<file path="config.mk">
export PLATFORM = sky130hd
export DESIGN_NAME = phase_clock_gen_flat
export DESIGN_NICKNAME = d
export VERILOG_FILES = /design/src/rtl/phase_clock_gen_if.sv /design/src/rtl/phase_clock_gen.sv /design/src/flat_wrapper.sv
export SDC_FILE = /design/constraint.sdc
export NUM_CORES = 1
export LEC_CHECK = 0
export ABC_AREA = 1
export CORE_MARGIN = 2
export CORE_UTILIZATION = 52
export CTS_BUF_LIST = sky130_fd_sc_hd__clkbuf_8
export CTS_CLUSTER_DIAMETER = 40
export DETAILED_ROUTE_END_ITERATION = 6
export PLACE_DENSITY_LB_ADDON = 0.3
export SKIP_CTS_REPAIR_TIMING = 1
export SLEW_MARGIN = 10
export SYNTH_ARGS = -nofsm -noshare
export SYNTH_HDL_FRONTEND = slang
export SYNTH_SLANG_ARGS = --single-unit
</file>
<file path="constraint.sdc">
create_clock -name clkIn -period 2.05 [get_ports clkIn]
set_clock_uncertainty 0.1 [all_clocks]
set_input_delay 0.41 -clock clkIn [delete_from_list [all_inputs] [get_ports clkIn]]
set_output_delay 0.41 -clock clkIn [all_outputs]
set_load 0.02 [all_outputs]
</file>
<file path="src/rtl/phase_clock_gen_if.sv">
// Control and phase-output bundle for phase_clock_gen. The controller drives run/divide
// requests through the master modport, and the generator drives the phase outputs through the slave modport.
interface phase_clock_gen_if #(
    parameter int N_PHASES = 2,
    parameter int DIV_W    = 8
);
    logic                en;
    logic [DIV_W-1:0]    divVal;
    logic                divLoad;
    logic [N_PHASES-1:0] phaseClk;
    logic [N_PHASES-1:0] phaseStart;
    logic                cycleDone;
    logic                running;
    logic                divBusy;

    modport master (
        output en, divVal, divLoad,
        input  phaseClk, phaseStart, cycleDone, running, divBusy
    );

    modport slave (
        input  en, divVal, divLoad,
        output phaseClk, phaseStart, cycleDone, running, divBusy
    );
endinterface

</file>
<file path="src/rtl/phase_clock_gen.sv">
// N-phase one-hot rotating clock-phase generator with a runtime slot length.
// Divide changes are held pending and applied only at the full-cycle boundary.
module phase_clock_gen #(
    parameter int N_PHASES  = 2,
    parameter int DIV_W     = 8,
    parameter int DIV_RESET = 1
) (
    input  logic              clkIn,
    input  logic              rstN,
    phase_clock_gen_if.slave  bus
);
    localparam int                 IDX_W       = $clog2(N_PHASES);
    localparam logic [DIV_W-1:0]   DIV_ONE     = {{(DIV_W-1){1'b0}}, 1'b1};
    localparam logic [DIV_W-1:0]   DIV_RST_V   = DIV_W'(DIV_RESET);
    localparam logic [IDX_W-1:0]   LAST_IDX    = IDX_W'(N_PHASES - 1);
    localparam logic [N_PHASES-1:0] ONEHOT_LSB = {{(N_PHASES-1){1'b0}}, 1'b1};

    typedef enum logic [0:0] {
        ST_IDLE = 1'b0,
        ST_RUN  = 1'b1
    } state_e;

    state_e             state_q,     state_d;
    logic [IDX_W-1:0]   phase_idx_q, phase_idx_d;
    logic [DIV_W-1:0]   slot_cnt_q,  slot_cnt_d;
    logic [DIV_W-1:0]   div_cur_q,   div_cur_d;
    logic [DIV_W-1:0]   div_pend_q,  div_pend_d;
    logic               pend_q,      pend_d;

    logic [DIV_W-1:0]    div_req_s;
    logic                slot_end_s;
    logic                last_phase_s;
    logic                boundary_s;
    logic [N_PHASES-1:0] phase_clk_s;
    logic [N_PHASES-1:0] phase_start_s;

    // A requested slot length of zero is treated as one.
    function automatic logic [DIV_W-1:0] clamp_div(input logic [DIV_W-1:0] v);
        return (v == {DIV_W{1'b0}}) ? DIV_ONE : v;
    endfunction

    // Slot/cycle boundary decode and output decode from registered state only.
    always_comb begin
        div_req_s     = clamp_div(bus.divVal);
        slot_end_s    = (slot_cnt_q == (div_cur_q - DIV_ONE));
        last_phase_s  = (phase_idx_q == LAST_IDX);
        boundary_s    = (state_q == ST_RUN) && slot_end_s && last_phase_s;
        phase_clk_s   = {N_PHASES{1'b0}};
        phase_start_s = {N_PHASES{1'b0}};
        if (state_q == ST_RUN) begin
            phase_clk_s = ONEHOT_LSB << phase_idx_q;
            if (slot_cnt_q == {DIV_W{1'b0}}) begin
                phase_start_s = ONEHOT_LSB << phase_idx_q;
            end else begin
                phase_start_s = {N_PHASES{1'b0}};
            end
        end else begin
            phase_clk_s   = {N_PHASES{1'b0}};
            phase_start_s = {N_PHASES{1'b0}};
        end
    end

    // Next-state logic: slot counting, phase rotation, divide staging, start/stop.
    always_comb begin
        state_d     = state_q;
        phase_idx_d = phase_idx_q;
        slot_cnt_d  = slot_cnt_q;
        div_cur_d   = div_cur_q;
        div_pend_d  = div_pend_q;
        pend_d      = pend_q;
        case (state_q)
            ST_IDLE: begin
                if (bus.divLoad) begin
                    div_cur_d = div_req_s;
                end else begin
                    div_cur_d = div_cur_q;
                end
                if (bus.en) begin
                    state_d     = ST_RUN;
                    phase_idx_d = {IDX_W{1'b0}};
                    slot_cnt_d  = {DIV_W{1'b0}};
                end else begin
                    state_d     = ST_IDLE;
                end
            end
            ST_RUN: begin
                if (!slot_end_s) begin
                    slot_cnt_d = slot_cnt_q + DIV_ONE;
                end else if (!last_phase_s) begin
                    phase_idx_d = phase_idx_q + IDX_W'(1);
                    slot_cnt_d  = {DIV_W{1'b0}};
                end else begin
                    // Cycle boundary: a same-cycle load beats an older pending value.
                    phase_idx_d = {IDX_W{1'b0}};
                    slot_cnt_d  = {DIV_W{1'b0}};
                    if (bus.divLoad) begin
                        div_cur_d = div_req_s;
                        pend_d    = 1'b0;
                    end else if (pend_q) begin
                        div_cur_d = div_pend_q;
                        pend_d    = 1'b0;
                    end else begin
                        div_cur_d = div_cur_q;
                    end
                    state_d = bus.en ? ST_RUN : ST_IDLE;
                end
                if (bus.divLoad && !boundary_s) begin
                    div_pend_d = div_req_s;
                    pend_d     = 1'b1;
                end else begin
                    div_pend_d = div_pend_q;
                end
            end
            default: begin
                state_d     = ST_IDLE;
                phase_idx_d = {IDX_W{1'b0}};
                slot_cnt_d  = {DIV_W{1'b0}};
                pend_d      = 1'b0;
            end
        endcase
    end

    // State registers with asynchronous reset.
    always_ff @(posedge clkIn or negedge rstN) begin
        if (!rstN) begin
            state_q     <= ST_IDLE;
            phase_idx_q <= {IDX_W{1'b0}};
            slot_cnt_q  <= {DIV_W{1'b0}};
            div_cur_q   <= DIV_RST_V;
            div_pend_q  <= DIV_RST_V;
            pend_q      <= 1'b0;
        end else begin
            state_q     <= state_d;
            phase_idx_q <= phase_idx_d;
            slot_cnt_q  <= slot_cnt_d;
            div_cur_q   <= div_cur_d;
            div_pend_q  <= div_pend_d;
            pend_q      <= pend_d;
        end
    end

    assign bus.phaseClk   = phase_clk_s;
    assign bus.phaseStart = phase_start_s;
    assign bus.cycleDone  = boundary_s;
    assign bus.running    = (state_q == ST_RUN);
    assign bus.divBusy    = pend_q;
endmodule

</file>
<file path="src/flat_wrapper.sv">
// flat-port wrapper written by rule: the top's interface ports become plain ports
module phase_clock_gen_flat 
#(
    parameter int N_PHASES  = 2,
    parameter int DIV_W     = 8,
    parameter int DIV_RESET = 1
)
  (clkIn, rstN, bus_en, bus_divVal, bus_divLoad, bus_phaseClk, bus_phaseStart, bus_cycleDone, bus_running, bus_divBusy);
  phase_clock_gen_if #(.N_PHASES(N_PHASES), .DIV_W(DIV_W)) bus_i ();
  input  logic clkIn;
  input  logic rstN;
  input wire logic [$bits(bus_i.en)-1:0] bus_en;
  input wire logic [$bits(bus_i.divVal)-1:0] bus_divVal;
  input wire logic [$bits(bus_i.divLoad)-1:0] bus_divLoad;
  output wire logic [$bits(bus_i.phaseClk)-1:0] bus_phaseClk;
  output wire logic [$bits(bus_i.phaseStart)-1:0] bus_phaseStart;
  output wire logic [$bits(bus_i.cycleDone)-1:0] bus_cycleDone;
  output wire logic [$bits(bus_i.running)-1:0] bus_running;
  output wire logic [$bits(bus_i.divBusy)-1:0] bus_divBusy;
  assign bus_i.en = bus_en;
  assign bus_i.divVal = bus_divVal;
  assign bus_i.divLoad = bus_divLoad;
  assign bus_phaseClk = bus_i.phaseClk;
  assign bus_phaseStart = bus_i.phaseStart;
  assign bus_cycleDone = bus_i.cycleDone;
  assign bus_running = bus_i.running;
  assign bus_divBusy = bus_i.divBusy;
  phase_clock_gen #(.N_PHASES(N_PHASES), .DIV_W(DIV_W), .DIV_RESET(DIV_RESET)) u_core (.clkIn(clkIn), .rstN(rstN), .bus(bus_i));
endmodule
</file>
Word-level counts from Yosys, hierarchy flattened --
Index checks and enable logic that the tools add are counted.
Storage, ports and cells: bits in registers 27, bits of input ports 12, output and inout bits 7, word-level logic and storage cells 53
Cells by class: add/sub/neg operators 3, equality and inequality tests 6, shift-type cells 1, muxes and demuxes 24, bitwise gates (word level) 1, reductions and logical operators 12
Operator list (number):
- $mux 8 | 8
- $pmux 8 s2 | 2
- $logic_not 8->1 | 2
- $mux 1 | 9
- $add 8x1->8 const B | 1
- $eq 8x8->1 | 1
- $ne 2x2->1 const B | 4
- $sub 8x1->8 const B | 1
- $mux 2 | 3
- $pmux 1 s2 | 2
- $reduce_and 2->1 | 2
- $reduce_and 4->1 | 1
- $reduce_bool 2->1 | 2
- $logic_and 1x1->1 | 3
- $ne 3x3->1 const B | 1
- $reduce_and 3->1 | 1
- $shl 1x1->2 const A | 1
- $add 1x1->1 const B | 1
- $logic_not 1->1 | 1
- $not 1->1 | 1

Depth between registers and ports, before layout --
Gate-level depths: netlist of run 1.
depth after elaboration 8, mapped depth 15, depth with buffers taken out 15

Worst setup path after synthesis of run 1 --
OpenSTA, ideal clock, no wires.
path type flip-flop to output port, start point register u_core.div_cur_q[0], end point output port bus_cycleDone, arrival 1.750 ns, required time 1.540 ns, setup slack -0.210 ns, cell stages (with the launch flop) 11, buffers on the path 0, path through dfstp_2 > inv_1 > ha_1 > inv_1 > nand2_1 > nand2_1 > nand3_1 > a21oi_1 > nand3_1 > nand3b_1 > nor2_1
Between the ends: cells in the longest elaborated chain, start to end 4
RTL lines:
- start: declaration | line phase_clock_gen.sv:26 | logic [DIV_W-1:0] div_cur_q, div_cur_d;
- start signal: assignment | line phase_clock_gen.sv:136 | div_cur_q <= div_cur_d;
- $sub 8x1->8 | line phase_clock_gen.sv:45 | slot_end_s = (slot_cnt_q == (div_cur_q - DIV_ONE));
- $eq 8x8->1 | line phase_clock_gen.sv:45
- $logic_and 1x1->1 (2 in a row) | line phase_clock_gen.sv:47 | boundary_s = (state_q == ST_RUN) && slot_end_s && last_phase_s;
- end: declaration | line flat_wrapper.sv:17 | output wire logic [$bits(bus_i.cycleDone)-1:0] bus_cycleDone;
Every way passes these cells.

Worst setup path after layout of run 1 --
Ends and elaborated chain as after synthesis.

==> impl_metrics.toml, run 1 <==
[setup_path]
path_class = "reg -> out"
critical-path-max-stage-delay_ns = 0.58
worst-r2r-setup-slack_ns = -0.06
critical_path.cell_chain = "inv_4 > ha_4 > inv_2 > nand2_2 > nand2_2 > nand3_2 > a21oi_2 > nand3_1 > nand3b_1 > nor2_4 > buf_6"
cp_max_fo = 2
start_kind = "flop"
cp-end-kind = "output pin"
timing.rr.end = "u_core.div_cur_q[6]"
worst_setup_path_startpoint = "u_core.div_cur_q[0]"
required_time_at_the_endpoint_of_the_critical_path_ns = 1.54
critPathMostFrequentCell = "sky130_fd_sc_hd__nand2_2"
cp.buffers_inverters = 3
crit_family = "simple AND/OR/NAND/NOR gates"
cp.arrival_ns = 2.04
r2r.worst_path.cells = 14
critical_path.slowest_cell = "sky130_fd_sc_hd__dfstp_2"
timing.rr.start = "u_core.div_cur_q[0]"

[worst_hold_path]
min_from = "u_core.div_pend_q[0]"
hold_depth = 2
path_type_of_the_worst_min_delay_path = "reg -> reg"
holdPathEnd = "u_core.div_pend_q[0]"

[floorplanning]
die-height_um = 61.5
floorplan.io_pins = 19
std_cell_rows = 20
initial_utilization_pct = 55.4
core_um2 = 3100
design.die.area_um2 = 3780
die_w_um = 61.5

[sta]
max_clock_freq_mhz = 391
finalHoldViolations = 0
fin_crit_sh_pct = 125
setup-violations-final = 23
setup_tns_ns = -1.06
grt_setup_unrepaired = "yes"
finalWorstPathRequiredPeriod_ns = 2.55
final-max-slew-violation-count = 0
timing_worst_slew_pin_value_ns = 0.364
setup_slack_ns = -0.504
max_slew_margin_pct = 75.5

[clock_tree]
cts_max_path_buffers = 2
clk_latency_ns = 0.28
master_cell_of_the_clock_root_buffer = "sky130_fd_sc_hd__clkbuf_8"
cts.clk_slew.worst_paths_ns = 0.10
clock_sink_count = 27
cts_tree = "done"
h_tree_depth = 1
cts_made_buffers = 3

[route]
vias = 1643
drt_iter0_markers = 84
totalWireLength_um = 4050
drc_violation_count_after_routing = 0
via_per_inst = 5.20
dr.pass1.iters = 4
wl_per_cell_um = 12.8
number_of_nets_with_antenna_violations_after_routing = 0

[logic_synthesis]
synthArstFlopShare_pct = 100
syn_area_um2 = 1720
yosys_register_bits = 27
post_syn_instances = 225
synth_enable_flop_cells = 0
netlist.area_leader.share_pct = 36.4
post_synth_num_cell_types = 30
total_nets_after_synthesis = 240
yosys-top-cells-count = "sky130_fd_sc_hd__nand2_1 (70), sky130_fd_sc_hd__dfrtp_1 (25), sky130_fd_sc_hd__nand3_1 (21), sky130_fd_sc_hd__inv_1 (19), sky130_fd_sc_hd__nor2_1 (16)"
synth_area_leaders = "sky130_fd_sc_hd__dfrtp_1 (36%), sky130_fd_sc_hd__nand2_1 (15%), sky130_fd_sc_hd__nand3_1 (6.1%)"
synth_largest_area_cell = "sky130_fd_sc_hd__dfrtp_1"
synth_area_per_cell_um2 = 7.65
ys.warnings.count = 0
seq_area_frac_synth_pct = 39.4
synth_most_common_cell = "sky130_fd_sc_hd__nand2_1"
most_used_dff_post_synth = "sky130_fd_sc_hd__dfrtp_1"

[grt]
grt_first_pass_wirelength_um = 6430
aggregate_global_route_resource_usage_pct = 23.0
pin_count_of_the_biggest_net_entering_global_routing = 28
grt_antenna_before_repair = 0
gr_overflow_total = 0
grt_pass1_vias = 1471

[place]
post-place-ws_ns = -0.611
place_area_um2 = 2180
cell_total_after_placement = 312
placement.io_buffers = 18
dpl.hpwl_um = 2940
final_weighted_congestion_in_routability_driven_placement = 0.883

[status]
failed_checks = "setup timing"
run_status = "complete, but fails checks"

[final_layout]
n_antenna_cell = 0
drive_gt1_share_pct = 26.1
instances_no_fill = 316
postLayoutCellArea_um2 = 2270
layout-area-overhead-vs-synth_pct = 31.7
final_nets = 288
final.fill_count = 245
multiInputGateArea_um2 = 981
layout.area.seq_um2 = 678

[run]
max_cap_viol_count = 0

[pwr]
leakagePower_nw = 1.14
cellPowerDensity_nw_per_um2 = 1400
power.ir.vdd_worst_mv = 1.12
[cell type report]
class	instances	share of cell area, %
multi-input cells	170	43.3
flip-flops and latches	27	29.9
repair buffers	50	18.6
inverters	21	3.59
well taps	44	2.43
clock buffers	3	1.82
clock inverters	1	0.331
[worst max-delay path by stage]
stage / slack, ns / cells past startpoint / endpoint
floorplan: -0.04 / 9 / bus_cycleDone
global placement: -0.59 / 11 / bus_cycleDone
detailed placement: -0.61 / 11 / bus_cycleDone
CTS: -0.96 / 11 / bus_cycleDone
global route: -0.58 / 11 / bus_cycleDone
finish: -0.50 / 11 / bus_cycleDone
[tightest hold or removal path: stages, from the launching register on]
cell and delay, ns:
sky130_fd_sc_hd__dfstp_2 0.38, sky130_fd_sc_hd__nand2_1 0.05, sky130_fd_sc_hd__nand2_1 0.05
[through the flow]
step | hold slack [ns] | utilization (%) | total power, W
finish | 0.380 | 73.0 | 0.00317
detailed placement | 0.361 | 70.2 | 0.00274
CTS | 0.385 | 71.7 | 0.00307
global placement | 0.349 | 70.2 | 0.00269
floorplan | 0.0144 | - | 0.00201
global route | 0.402 | 73.0 | 0.00342
[metal layers]
layer  vias to the layer above  GRT usage, %  wire length [um]
met5                         -             0                 0
met2                        43          35.6              1930
met1                       767          33.0              1870
met4                         0          9.12                65
met3                         7          2.52               173
li1                        826             -                 -
[flip-flops by register name, indices dropped and copies added (netlist names)]
| signal | cells |
|---|---|
| u_core.bus.running | 1 |
| u_core.div_pend_q | 8 |
| u_core.div_cur_q | 8 |
| u_core.last_phase_s | 1 |
| u_core.slot_cnt_q | 8 |
| u_core.bus.divBusy | 1 |
[power breakdown]
group,switching (W),leakage (nW),total (W),internal (W)
logic,0.00100,0.791,0.00193,0.000929
clock network,0.000182,0.0217,0.000320,0.000139
registers,0.000209,0.325,0.000920,0.000711
[logic make-up after synthesis]
group	count (synthesis)	synth area share [%]
xor+xnor	13	6.62
buf+inv	28	6.98
mux	7	4.58
fa+ha+maj	3	2.18
flops	27	39.4
compound gates	14	4.73
simple gates	133	35.5
[cells in the final DEF, fill, tap and decap left out, drive strengths merged]
cell type,count
o21ai,6
clkdlybuf4s50,13
xor2,8
buf,35
dlymetal6s2s,2
nor2,19
xnor2,5
mux2,7
nor3,4
o22ai,6
nor4,1
dfstp,2
clkinvlp,1
dfrtp,25
nand2,76
inv,21
a21oi,1
nand4,9
nand3,22
nand3b,1
or2,1
clkbuf,3
a31o,1
ha,3
Note: power is estimated with default switching activity, not from simulation.
==> run 2: changes to the inputs <==
--- a/config.mk
+++ b/config.mk
@@ -6,12 +6,14 @@
 export NUM_CORES = 1
 export LEC_CHECK = 0
 export ABC_AREA = 1
+export CELL_PAD_IN_SITES_DETAIL_PLACEMENT = 1
+export CELL_PAD_IN_SITES_GLOBAL_PLACEMENT = 2
 export CORE_MARGIN = 2
-export CORE_UTILIZATION = 52
+export CORE_UTILIZATION = 30
 export CTS_BUF_LIST = sky130_fd_sc_hd__clkbuf_8
 export CTS_CLUSTER_DIAMETER = 40
 export DETAILED_ROUTE_END_ITERATION = 6
-export PLACE_DENSITY_LB_ADDON = 0.3
+export PLACE_DENSITY_LB_ADDON = 0.1
 export SKIP_CTS_REPAIR_TIMING = 1
 export SLEW_MARGIN = 10
 export SYNTH_ARGS = -nofsm -noshare
==> run 2 against run 1 <==
Against the previous run: sequential power increased by 2.7%; the run still ends with setup timing left; utilization decreased by 28 points; flip-flop and latch count stayed put; clock power fell by 5%; combinational power grew 16%; critical endpoint unchanged; global-route usage down 7.4 points; critical path type unchanged; first-iteration DRC count shrank 32%; wire length is 17% higher; final cell count is 10% higher; worst setup slack gained 0.076 ns; final area increased by 9.7%; critical path depth is 1 lower.
==> impl_metrics.toml, run 2 (synthesis gave the netlist of run 1 again) <==
[clock_tree]
h_tree_depth = 1
cts.clk_slew.worst_paths_ns = 0.10
cts_max_path_buffers = 2
clk_latency_ns = 0.27
cts_made_buffers = 3
cts_tree = "done"
clock_sink_count = 27
master_cell_of_the_clock_root_buffer = "sky130_fd_sc_hd__clkbuf_8"

[sta]
fin_crit_sh_pct = 121
setup_slack_ns = -0.429
timing_worst_slew_pin_value_ns = 0.363
setup-violations-final = 11
max_slew_margin_pct = 75.8
final-max-slew-violation-count = 0
finalWorstPathRequiredPeriod_ns = 2.48
max_clock_freq_mhz = 403
finalHoldViolations = 0
grt_setup_unrepaired = "yes"

[setup_path]
cp.buffers_inverters = 2
critical_path.cell_chain = "inv_4 > ha_4 > nand2_2 > nand2_2 > nand3_2 > a21oi_2 > nand3_1 > nand3b_1 > nor2_4 > buf_6"
cp_max_fo = 2
critical-path-max-stage-delay_ns = 0.56
cp.arrival_ns = 1.97
critical_path.slowest_cell = "sky130_fd_sc_hd__dfstp_2"
critPathMostFrequentCell = "sky130_fd_sc_hd__nand2_2"
worst_setup_path_startpoint = "u_core.div_cur_q[0]"
start_kind = "flop"
required_time_at_the_endpoint_of_the_critical_path_ns = 1.54
crit_family = "simple AND/OR/NAND/NOR gates"
timing.rr.start = "u_core.div_cur_q[0]"
cp-end-kind = "output pin"
path_class = "reg -> out"

[final_layout]
highest_count_cells_in_the_layout_ignoring_fill_and_taps = "sky130_fd_sc_hd__nand2_1 (54), sky130_fd_sc_hd__buf_4 (32), sky130_fd_sc_hd__dfrtp_1 (23)"
instances_no_fill = 349
n_antenna_cell = 0
fin_util_pct = 45.1
layout_top_registers = "u_core.div_cur_q: 8 flops, u_core.div_pend_q: 8 flops, u_core.slot_cnt_q: 8 flops"
final_nets = 293
layout-area-overhead-vs-synth_pct = 44.4
drive_gt1_share_pct = 34.3
layout_commonest_cell = "sky130_fd_sc_hd__nand2_1"

[grt]
grt_pass1_vias = 1670
pin_count_of_the_biggest_net_entering_global_routing = 28
aggregate_global_route_resource_usage_pct = 15.7
grt_antenna_before_repair = 0
gr_overflow_total = 0
grt_first_pass_wirelength_um = 7780

[floorplanning]
die-height_um = 79.7
floorplan.io_pins = 19
core_um2 = 5510
initial_utilization_pct = 31.2
die_w_um = 79.7
design.die.area_um2 = 6360
std_cell_rows = 27

[route]
drt_iter0_markers = 57
number_of_nets_with_antenna_violations_after_routing = 0
totalWireLength_um = 4720
vias = 1605
via_per_inst = 4.60
drc_violation_count_after_routing = 0
wl_per_cell_um = 13.5
dr.pass1.iters = 4

[status]
run_status = "complete, but fails checks"
failed_checks = "setup timing"

[pwr]
power.total_w = 0.00348
cellPowerDensity_nw_per_um2 = 1400
power.ir.vdd_worst_mv = 0.460
leakagePower_nw = 1.19

[place]
dpl.hpwl_um = 3650
cell_total_after_placement = 341
final_weighted_congestion_in_routability_driven_placement = 0.736
placement.io_buffers = 18

[worst_hold_path]
min_from = "u_core.div_pend_q[0]"
path_type_of_the_worst_min_delay_path = "reg -> reg"

[run]
max_cap_viol_count = 0
==> run 2: power breakdown <==
group          total [W]  internal [W]  switching, W
clock           0.000305      0.000134      0.000170
sequential      0.000945      0.000715      0.000230
combinational    0.00223       0.00107       0.00116
==> run 2: layout make-up <==
type / instances / area (um^2)
fillers: 668 / 3020
multi-input cells: 172 / 1110
flip-flops and latches: 27 / 681
repair buffers: 53 / 472
well taps: 72 / 90.1
inverters: 21 / 83.8
clock buffers: 3 / 41.3
clock inverters: 1 / 3.75
==> run 2: per-stage QoR <==
step,TNS (ns),hold slack [ns],worst slack (ns),instance area [um^2]
global placement,-1.03,0.350,-0.632,2230
floorplan,-0.0402,0.0144,-0.0402,1740
detailed placement,-1.13,0.359,-0.677,2230
global route,-3.63,0.401,-0.586,2480
finish,-0.746,0.370,-0.429,2480
CTS,-2.21,0.377,-0.997,2280
==> run 2: worst register-to-register path: stages, from the launching register on <==
cell and delay, ns:
sky130_fd_sc_hd__dfstp_2 0.56, sky130_fd_sc_hd__inv_4 0.04, sky130_fd_sc_hd__ha_4 0.17, sky130_fd_sc_hd__nand2_4 0.07, sky130_fd_sc_hd__nor2_4 0.05, sky130_fd_sc_hd__inv_2 0.08, sky130_fd_sc_hd__buf_6 0.09, sky130_fd_sc_hd__nand2_2 0.04
sky130_fd_sc_hd__nand2_2 0.08, sky130_fd_sc_hd__nand2_2 0.06, sky130_fd_sc_hd__nor2_4 0.09, sky130_fd_sc_hd__nand2_2 0.11, sky130_fd_sc_hd__nand2_8 0.15, sky130_fd_sc_hd__nand3_4 0.15, sky130_fd_sc_hd__nand2_1 0.10, sky130_fd_sc_hd__nand2_1 0.05
==> run 2: path summary, 6_finish.rpt <==
path / endpoint / slack [ns] / cells after the start
worst max-delay path: bus_cycleDone / -0.43 / 10
worst max register to register: u_core.div_cur_q[3] / -0.05 / 15
min in group asynchronous: u_core.bus.running / 0.40 / 2
max in group asynchronous: u_core.div_cur_q[0] / 1.13 / 2
worst min register to register: u_core.div_pend_q[0] / 0.37 / 2
worst min-delay path: u_core.div_pend_q[0] / 0.37 / 2
==> run 2: metal layers <==
metal  vias to the layer above  GRT usage [%]  wire length [um]
met4                         0           3.62                40
met2                        16           26.4              2330
li1                        840              -                 -
met3                         5           2.04                84
met1                       744           21.3              2270
met5                         -              0                 0
==> run 3: changes to the inputs <==
--- a/config.mk
+++ b/config.mk
@@ -5,11 +5,10 @@
 export SDC_FILE = /design/constraint.sdc
 export NUM_CORES = 1
 export LEC_CHECK = 0
-export ABC_AREA = 1
 export CELL_PAD_IN_SITES_DETAIL_PLACEMENT = 1
 export CELL_PAD_IN_SITES_GLOBAL_PLACEMENT = 2
 export CORE_MARGIN = 2
-export CORE_UTILIZATION = 30
+export CORE_UTILIZATION = 33
 export CTS_BUF_LIST = sky130_fd_sc_hd__clkbuf_8
 export CTS_CLUSTER_DIAMETER = 40
 export DETAILED_ROUTE_END_ITERATION = 6
==> run 3 against run 2 <==
Against the previous run: the flow still finishes with violations (setup timing); worst setup slack got worse by 0.14 ns; sequential power barely moved; flip-flop and latch count did not move; sequential share of layout area fell by 2.5 points; hold slack improved by 0.025 ns; first-iteration DRC count rose by 25%; combinational power rose by 10%; largest power group unchanged.
==> impl_metrics.toml, run 3 <==
[sta]
timing_worst_slew_pin_value_ns = 0.464
finalHoldViolations = 0
grt_setup_unrepaired = "yes"
fin_crit_sh_pct = 128
setup_slack_ns = -0.572
setup_tns_ns = -11.42
max_slew_margin_pct = 69.1
max_clock_freq_mhz = 381
finalWorstPathRequiredPeriod_ns = 2.62
final-max-slew-violation-count = 0
setup-violations-final = 29

[run]
max_cap_viol_count = 0

[pwr]
p_sw_share_pct = 42.6
share_comb_of_total_power_pct = 66.1
total_switching_power_w = 0.00158
cellPowerDensity_nw_per_um2 = 1360
sequentialPowerShare_pct = 25.4
leakagePower_nw = 1.23
power_report.internal_total_w = 0.00214
power.ir.vdd_worst_mv = 0.542
clkPwrFrac_pct = 8.5

[logic_synthesis]
yosys_register_bits = 27
post_synth_num_cell_types = 46
synth_most_common_cell = "sky130_fd_sc_hd__nand2_1"
netlist.area_leader.share_pct = 33.1
synth_largest_area_cell = "sky130_fd_sc_hd__dfrtp_1"
seq_area_frac_synth_pct = 35.9
synth_enable_flop_cells = 0
synth_area_per_cell_um2 = 8.79
total_nets_after_synthesis = 230
most_used_dff_post_synth = "sky130_fd_sc_hd__dfrtp_1"
syn_area_um2 = 1890
post_syn_instances = 215
ys.warnings.count = 0
synthArstFlopShare_pct = 100
synth_area_leaders = "sky130_fd_sc_hd__dfrtp_1 (33%), sky130_fd_sc_hd__a21oi_1 (5.8%), sky130_fd_sc_hd__nand2_1 (5.4%)"
yosys-top-cells-count = "sky130_fd_sc_hd__nand2_1 (27), sky130_fd_sc_hd__dfrtp_1 (25), sky130_fd_sc_hd__a21oi_1 (22), sky130_fd_sc_hd__nor2_1 (17), sky130_fd_sc_hd__nand3_1 (12)"

[grt]
top_usage_layer = "met2"
aggregate_global_route_resource_usage_pct = 20.1
global_route.usage.met3_pct = 2.04
met2_routing_resource_usage_after_global_routing_pct = 35.4
grt_antenna_before_repair = 0
pin_count_of_the_biggest_net_entering_global_routing = 28
grt_pass1_vias = 2096
global_route.usage.met1_pct = 26.9
grt_first_pass_wirelength_um = 10000
gr_overflow_total = 0

[floorplanning]
core_um2 = 5510
die_w_um = 79.7
initial_utilization_pct = 34.3
die-height_um = 79.7
std_cell_rows = 27
floorplan.io_pins = 19
design.die.area_um2 = 6350

[route]
drt_iter0_markers = 71
dr.pass1.iters = 4
wl_per_cell_um = 17.9
totalWireLength_um = 6340
number_of_nets_with_antenna_violations_after_routing = 0
drc_violation_count_after_routing = 0
via_per_inst = 5.35
vias = 1890

[worst_hold_path]
path_type_of_the_worst_min_delay_path = "reg -> reg"
min_from = "u_core.div_pend_q[0]"

[clock_tree]
master_cell_of_the_clock_root_buffer = "sky130_fd_sc_hd__clkbuf_8"
cts_made_buffers = 3
clock_sink_count = 27
cts.clk_slew.worst_paths_ns = 0.10
cts_tree = "done"
h_tree_depth = 1
cts_max_path_buffers = 2
clk_latency_ns = 0.28

[setup_path]
cp-end-kind = "output pin"
worst-r2r-setup-slack_ns = -0.54
timing.rr.start = "u_core.div_cur_q[0]"
worst_setup_path_startpoint = "u_core.div_cur_q[0]"
start_kind = "flop"
path_class = "reg -> out"
required_time_at_the_endpoint_of_the_critical_path_ns = 1.54
cp_max_fo = 4
cp.arrival_ns = 2.11

[final_layout]
final_nets = 297
final.fill_count = 631
highest_count_cells_in_the_layout_ignoring_fill_and_taps = "sky130_fd_sc_hd__buf_4 (51), sky130_fd_sc_hd__nand2_1 (26), sky130_fd_sc_hd__dfrtp_1 (24)"
layout_top_registers = "u_core.div_cur_q: 8 flops, u_core.div_pend_q: 8 flops, u_core.slot_cnt_q: 8 flops"
n_antenna_cell = 0
layout_commonest_cell = "sky130_fd_sc_hd__buf_4"
layout-area-overhead-vs-synth_pct = 44.3
drive_gt1_share_pct = 37.4

[status]
run_status = "complete, but fails checks"
failed_checks = "setup timing"

[place]
placement.io_buffers = 18
dpl.hpwl_um = 4710
post-place-ws_ns = -0.787
final_weighted_congestion_in_routability_driven_placement = 0.822
==> run 3: worst max-delay path: stages (launching register included) <==
cell and delay [ns]:
sky130_fd_sc_hd__dfstp_2 0.57, sky130_fd_sc_hd__inv_1 0.05, sky130_fd_sc_hd__ha_2 0.35, sky130_fd_sc_hd__xor2_2 0.22, sky130_fd_sc_hd__o2111ai_4 0.14, sky130_fd_sc_hd__a21oi_2 0.21
sky130_fd_sc_hd__nand2_4 0.08, sky130_fd_sc_hd__nor2_4 0.09, sky130_fd_sc_hd__buf_6 0.12
==> run 3: worst paths after layout <==
| check | endpoint | cells after the start |
|---|---|---|
| max in group asynchronous | u_core.div_pend_q[0] | 2 |
| max reg2reg | u_core.div_pend_q[5] | 9 |
| min | u_core.div_pend_q[0] | 2 |
| max | bus_cycleDone | 8 |
| min reg2reg | u_core.div_pend_q[0] | 2 |
| min in group asynchronous | u_core.slot_cnt_q[1] | 2 |
==> run 3: power groups by stage <==
| stage | Sequential, W | Combinational, W | Clock, W |
|---|---|---|---|
| final | 0.000943 | 0.00246 | 0.000317 |
| after global routing | 0.000967 | 0.00265 | 0.000353 |
| after global placement | 0.000926 | 0.00188 | 0 |
| after detailed placement | 0.000944 | 0.00198 | 0 |
| after CTS | 0.000934 | 0.00199 | 0.000338 |
| after floorplan | 0.000900 | 0.00124 | 0 |
==> run 3: final cells by class <==
class | instances | area (um^2) | area share (%)
Clock inverter | 1 | 3.75 | 0.138
Multi-Input combinational cell | 167 | 1240 | 45.3
Clock buffer | 3 | 41.3 | 1.51
Tap cell | 72 | 90.1 | 3.30
Timing Repair Buffer | 74 | 643 | 23.6
Inverter | 9 | 33.8 | 1.24
Sequential cell | 27 | 679 | 24.9
==> run 3: cell families (layout without fill, tap and decap cells) <==
logic type	count (synthesis)	in the layout	synth area share [%]
buffers and inverters	22	87	5.76
AND/OR/NAND/NOR	88	89	24.2
adder cells (fa/ha/maj)	3	3	1.99
AO/OA/AOI/OAI	48	48	18.3
XOR/XNOR	13	13	6.02
flip-flops	27	27	35.9
multiplexers	14	14	7.88
==> run 3: metal layers <==
layer / wire, um / up-vias / share of wire, %
li1: - / 894 / -
met1: 2880 / 971 / 45
met2: 3300 / 25 / 52
met3: 157 / 0 / 2.5
met4: 0 / 0 / 0
met5: 0 / - / 0
==> run 3: per-stage QoR <==
stage,total power (W),hold WS [ns],utilization [%],cells,cell area [um^2]
6_report,0.00372,0.396,49.5,353,2730
5_1_grt,0.00397,0.421,49.5,353,2730
4_1_cts,0.00326,0.398,45.5,342,2500
3_5_place_dp,0.00292,0.382,44.7,338,2460
3_3_place_gp,0.00280,0.356,44.7,338,2460
2_1_floorplan,0.00214,0.0144,-,215,1920
==> edit 1 (settings of run 2) <==
`N_PHASES` is set to 2 in 3 places; all go to 8.
--- a/src/rtl/phase_clock_gen_if.sv
+++ b/src/rtl/phase_clock_gen_if.sv
@@ -2,5 +2,5 @@
 // requests through the master modport, and the generator drives the phase outputs through the slave modport.
 interface phase_clock_gen_if #(
-    parameter int N_PHASES = 2,
+    parameter int N_PHASES = 8,
     parameter int DIV_W    = 8
 );
--- a/src/rtl/phase_clock_gen.sv
+++ b/src/rtl/phase_clock_gen.sv
@@ -2,5 +2,5 @@
 // Divide changes are held pending and applied only at the full-cycle boundary.
 module phase_clock_gen #(
-    parameter int N_PHASES  = 2,
+    parameter int N_PHASES  = 8,
     parameter int DIV_W     = 8,
     parameter int DIV_RESET = 1
--- a/src/flat_wrapper.sv
+++ b/src/flat_wrapper.sv
@@ -2,5 +2,5 @@
 module phase_clock_gen_flat 
 #(
-    parameter int N_PHASES  = 2,
+    parameter int N_PHASES  = 8,
     parameter int DIV_W     = 8,
     parameter int DIV_RESET = 1
Interface: changed (resized bus_phaseClk and bus_phaseStart); port bits go from 19 to 31. The function was not compared with the original's and may differ.
==> edit 1 against run 2 <==
The run still ends with negative setup slack left; non-clock buffer count rose by 29; critical endpoint unchanged; final area rose by 29%; setup slack improved by 0.035 ns; count of clock-buffer cells in the layout rose by 3; synthesized area rose by 18%; routed wire length rose by 35%; sequential cell count rose by 2; first-iteration DRC count rose by 5.3%; cell count rose by 25%.
Power is left out: it rests on default switching activity, and per cell area and clock period it moved more than threefold.
==> edit 1: results (changes against run 2) <==
Global route
  – Global-route wire length before repair: 10.1 mm (was 7.78 mm)
  – Vias in the first global route: 2,049 (was 1,670)
  – Largest net degree at the start of global routing: 30 (was 28)
  – Total GRT Usage: 0.171 (was 0.157)

Status
  – Status: finished with violations (unchanged)
  – Failing checks: negative setup slack (unchanged)

Logic synthesis
  – Post-synthesis adder-cell area fraction: 0.0554 (was 0.0218)
  – Synth unique cells: 34 (was 30)
  – Synth top cells by count: 75 x nand2_1, 31 x inv_1, 27 x dfrtp_1 (was 70 x nand2_1, 25 x dfrtp_1, 21 x nand3_1)
  – Mux cell area share after synthesis: 0.0166 (was 0.0458)
  – Syn Area/Cell: 7.48 µm² (was 7.65 µm²)
  – Ys flop type: dfrtp_1 (unchanged)
  – Xor/xnor share of the synthesized area: 0.0345 (was 0.0662)
  – Seq/Total Area, Yosys: 0.358 (was 0.394)
  – Synth Area in Compound Gates: 0.0511 (was 0.0473)
  – Top post-synthesis cells by area: dfrtp_1 33%, nand2_1 14%, inv_1 5.7% (was dfrtp_1 36%, nand2_1 15%, nand3_1 6.1%)
  – Syn nets: 293 (was 240)

Detailed routing
  – DR vias/cell: 4.75 (was 4.60)
  – Wl on met1: 3.02 mm (was 2.27 mm)
  – Vias: 2,070 (was 1,605)
  – Met2 WL: 3.21 mm (was 2.33 mm)
  – WL met3: 102 µm (was 84 µm)
  – WL/cell: 14.6 µm (was 13.5 µm)
  – Initial drt markers: 60 (was 57)

Timing
  – Setup TNS: -5.14 ns (was -0.746 ns)
  – Hold slack final: 0.371 ns (was 0.370 ns)
  – Post-route setup slack: -0.394 ns (was -0.429 ns)
  – Setup-failing EPs final: 36 (was 11)
  – Slew HR: 0.623 (was 0.758)

Final layout
  – Layout cells sized above 1: 0.410 (was 0.343)
  – Top flop regs: u_core.div_cur_q (8), u_core.div_pend_q (8), u_core.slot_cnt_q (8) (unchanged)
  – Nets@finish: 377 (was 293)

Placement
  – I/O Buffers: 30 (was 18)
  – Final weighted congestion in routability-driven placement: 0.825 (was 0.736)
  – Dpl cell area: 2750 µm² (was 2230 µm²)
  – Dpl cells: 418 (was 341)
  – Final HPWL from detailed placement: 4.70 mm (was 3.65 mm)
  – Dpl ws: -0.610 ns (was -0.677 ns)

Clock tree
  – TritonCTS Buffers: 5 (was 3)
  – Reg clk slew, reported paths: 0.06 ns (was 0.10 ns)
  – Later-pin clock latency in the skew report: 0.27 ns (about the same)
  – CTS H-Tree Depth: 2 (was 1)

Critical path
  – WP data arrival: 1.93 ns (was 1.97 ns)
  – Slowest stage delay, CP: 0.54 ns (was 0.56 ns)
  – Reg2Reg Setup Slack: -0.22 ns (was -0.05 ns)
-- edit 1: layout make-up --
cell class	instances	area, µm²
Inverter	33	124
Multi-Input combinational cell	205	1420
Fill cell	822	3470
Timing Repair Buffer	82	753
Clock inverter	1	3.75
Sequential cell	29	731
Clock buffer	6	82.6
Tap cell	80	100
-- edit 1: final timing paths --
| check | to |
|---|---|
| min reg2reg | u_core.div_pend_q[0] |
| min | u_core.div_pend_q[0] |
| min in group asynchronous | u_core.div_pend_q[7] |
| max reg2reg | u_core.div_cur_q[6] |
| max | bus_cycleDone |
| max in group asynchronous | u_core.div_cur_q[0] |
-- edit 1: worst min-delay path, stage by stage (launching register included) --
cell and delay (ns):
dfstp_2 0.37, nand2_1 0.06, nand2_1 0.05
-- edit 1: metal layers --
metal	GRT usage	vias up
met5	0	-
met4	0.0341	0
met3	0.0286	2
met2	0.283	16
met1	0.237	997
li1	-	1055
==> edit 2 (config.mk and constraints of run 2) <==
Made on the original files. Reset style: synchronous (`rstN`), changed in one clocked block. Comments in the files are not updated.
--- a/src/rtl/phase_clock_gen.sv
+++ b/src/rtl/phase_clock_gen.sv
@@ -122,5 +122,5 @@
 
     // State registers with asynchronous reset.
-    always_ff @(posedge clkIn or negedge rstN) begin
+    always_ff @(posedge clkIn) begin
         if (!rstN) begin
             state_q     <= ST_IDLE;
Formal check against the unedited RTL: differs if rstN is asserted again (counterexample within 4 cycles, from zero or initial values and one cycle with rstN low); with rstN held inactive, the same outputs for 10 cycles.
==> edit 2 against run 2 <==
The run still ends with negative setup slack left; maximum frequency increased by 4.4%; final area increased by 6.5%; hold slack got worse by 0.0045 ns; setup slack improved by 0.10 ns; highest routed layer unchanged; routed wire length increased by 14%; sequential cell count unchanged; synthesized area increased by 3.7%; cell count increased by 16%.
Power is not compared: it rests on default switching activity, and its combinational part moved more than twofold at a synthesized area within 25%.
==> edit 2: results (changes against run 2) <==
Status
  – Status: finished with violations (unchanged)
  – Failing checks: negative setup slack (unchanged)

Final layout
  – Data buffer area share: 0.196 (was 0.190)
  – Fraction of area in registers: 0.207 (was 0.274)
  – Layout cells sized above 1: 0.375 (was 0.343)
  – Layout clock area frac: 0.0175 (was 0.0181)
  – #MultiIn Comb: 203 (was 172)
  – Buffers, non-clock: 59 (was 53)
  – Multi-input logic area: 1300 µm² (was 1110 µm²)
  – Nets@finish: 347 (was 293)
  – Non-clock inverter count in the final layout: 38 (was 21)

Timing
  – Post-route setup slack: -0.325 ns (was -0.429 ns)
  – Setup TNS: -0.516 ns (was -0.746 ns)
  – Setup-failing EPs final: 7 (was 11)
  – Slew HR: 0.742 (was 0.758)

Critical path
  – Reg-to-reg endpoint: u_core.last_phase_s (was u_core.div_cur_q[3])
  – R2R depth: 18 (was 15)
  – WP data arrival: 1.86 ns (was 1.97 ns)
  – Reg2Reg Setup Slack: -0.08 ns (was -0.05 ns)
  – Worst Setup SP: u_core.div_cur_q[0] (unchanged)

Global route
  – Total GRT Usage: 0.163 (was 0.157)
  – Largest net degree at the start of global routing: 18 (was 28)
  – Grt met1 use: 0.220 (was 0.213)
  – M2 GR Usage: 0.266 (was 0.264)
  – Vias in the first global route: 1,777 (was 1,670)
  – GRT met3 Usage: 0.0211 (was 0.0204)
  – Global-route wire length before repair: 8.22 mm (was 7.78 mm)

Clock tree
  – Later-pin clock latency in the skew report: 0.29 ns (was 0.27 ns)

Detailed routing
  – Initial drt markers: 44 (was 57)
  – Routed WL: 5.38 mm (was 4.72 mm)
  – Vias: 1,873 (was 1,605)
  – Wl on met1: 2.50 mm (was 2.27 mm)
  – Met2 WL: 2.69 mm (was 2.33 mm)

Placement
  – Final HPWL from detailed placement: 3.98 mm (was 3.65 mm)
  – Dpl ws: -0.521 ns (was -0.677 ns)
  – Final weighted congestion in routability-driven placement: 0.812 (was 0.736)

Logic synthesis
  – Post-synth ARST share: 0 (was 1.00)
  – Top post-synthesis cells by area: dfxtp_1 30%, nand2_1 14%, nor2_1 8.8% (was dfrtp_1 36%, nand2_1 15%, nand3_1 6.1%)
  – Ys flop type: dfxtp_1 (was dfrtp_1)

Min path
  – Worst Hold Path EP: u_core.div_pend_q[0] (unchanged)
-- edit 2: cell count changes in the layout (fill, tap and decap cells not counted), moves of 6 or more --
cell     before  now
nor2_1       14   39
o22ai_1       6    0
mux2_2        7    1
nand3_2       3   13
dfrtp_1      23    0
dfxtp_1       0   22
a21oi_1       0   18
inv_1        17   29
-- edit 2: through the flow --
step	cells	area [µm²]	hold WS [ns]
5_1_grt	406	2650	0.395
4_1_cts	400	2330	0.376
6_report	406	2650	0.366
2_1_floorplan	275	1790	0.325
3_3_place_gp	396	2290	0.345
3_5_place_dp	396	2290	0.354
-- edit 2: cell families (layout without fill, tap and decap cells) --
| logic type | Yosys count | count (layout) | share of synthesized area |
|---|---|---|---|
| AO/OA/AOI/OAI | 28 | 28 | 0.0820 |
| adder cells (fa/ha/maj) | 3 | 3 | 0.0210 |
| XOR/XNOR | 10 | 10 | 0.0575 |
| multiplexers | 1 | 1 | 0.00631 |
| buffers and inverters | 48 | 101 | 0.114 |
| AND/OR/NAND/NOR | 158 | 161 | 0.417 |
| flip-flops | 27 | 27 | 0.303 |
-- edit 2: critical path, cell delays in order, from the launching register on --
cell	delay [ns]
dfxtp_2	0.35
inv_2	0.05
ha_4	0.26
inv_2	0.03
nand2_1	0.05
nand2_1	0.06
nor2_2	0.13
nand4_1	0.11
nor3b_2	0.19
nand4_1	0.11
nor2_2	0.13
buf_6	0.12
-- edit 2: power groups by stage --
stage,registers [W],clock network (W),logic [W]
6_report,0.000640,0.000320,0.00100
5_1_grt,0.000649,0.000351,0.00111
4_1_cts,0.000637,0.000330,0.000801
3_5_place_dp,0.000649,0,0.000798
3_3_place_gp,0.000646,0,0.000792
2_1_floorplan,0.000643,0,0.000524
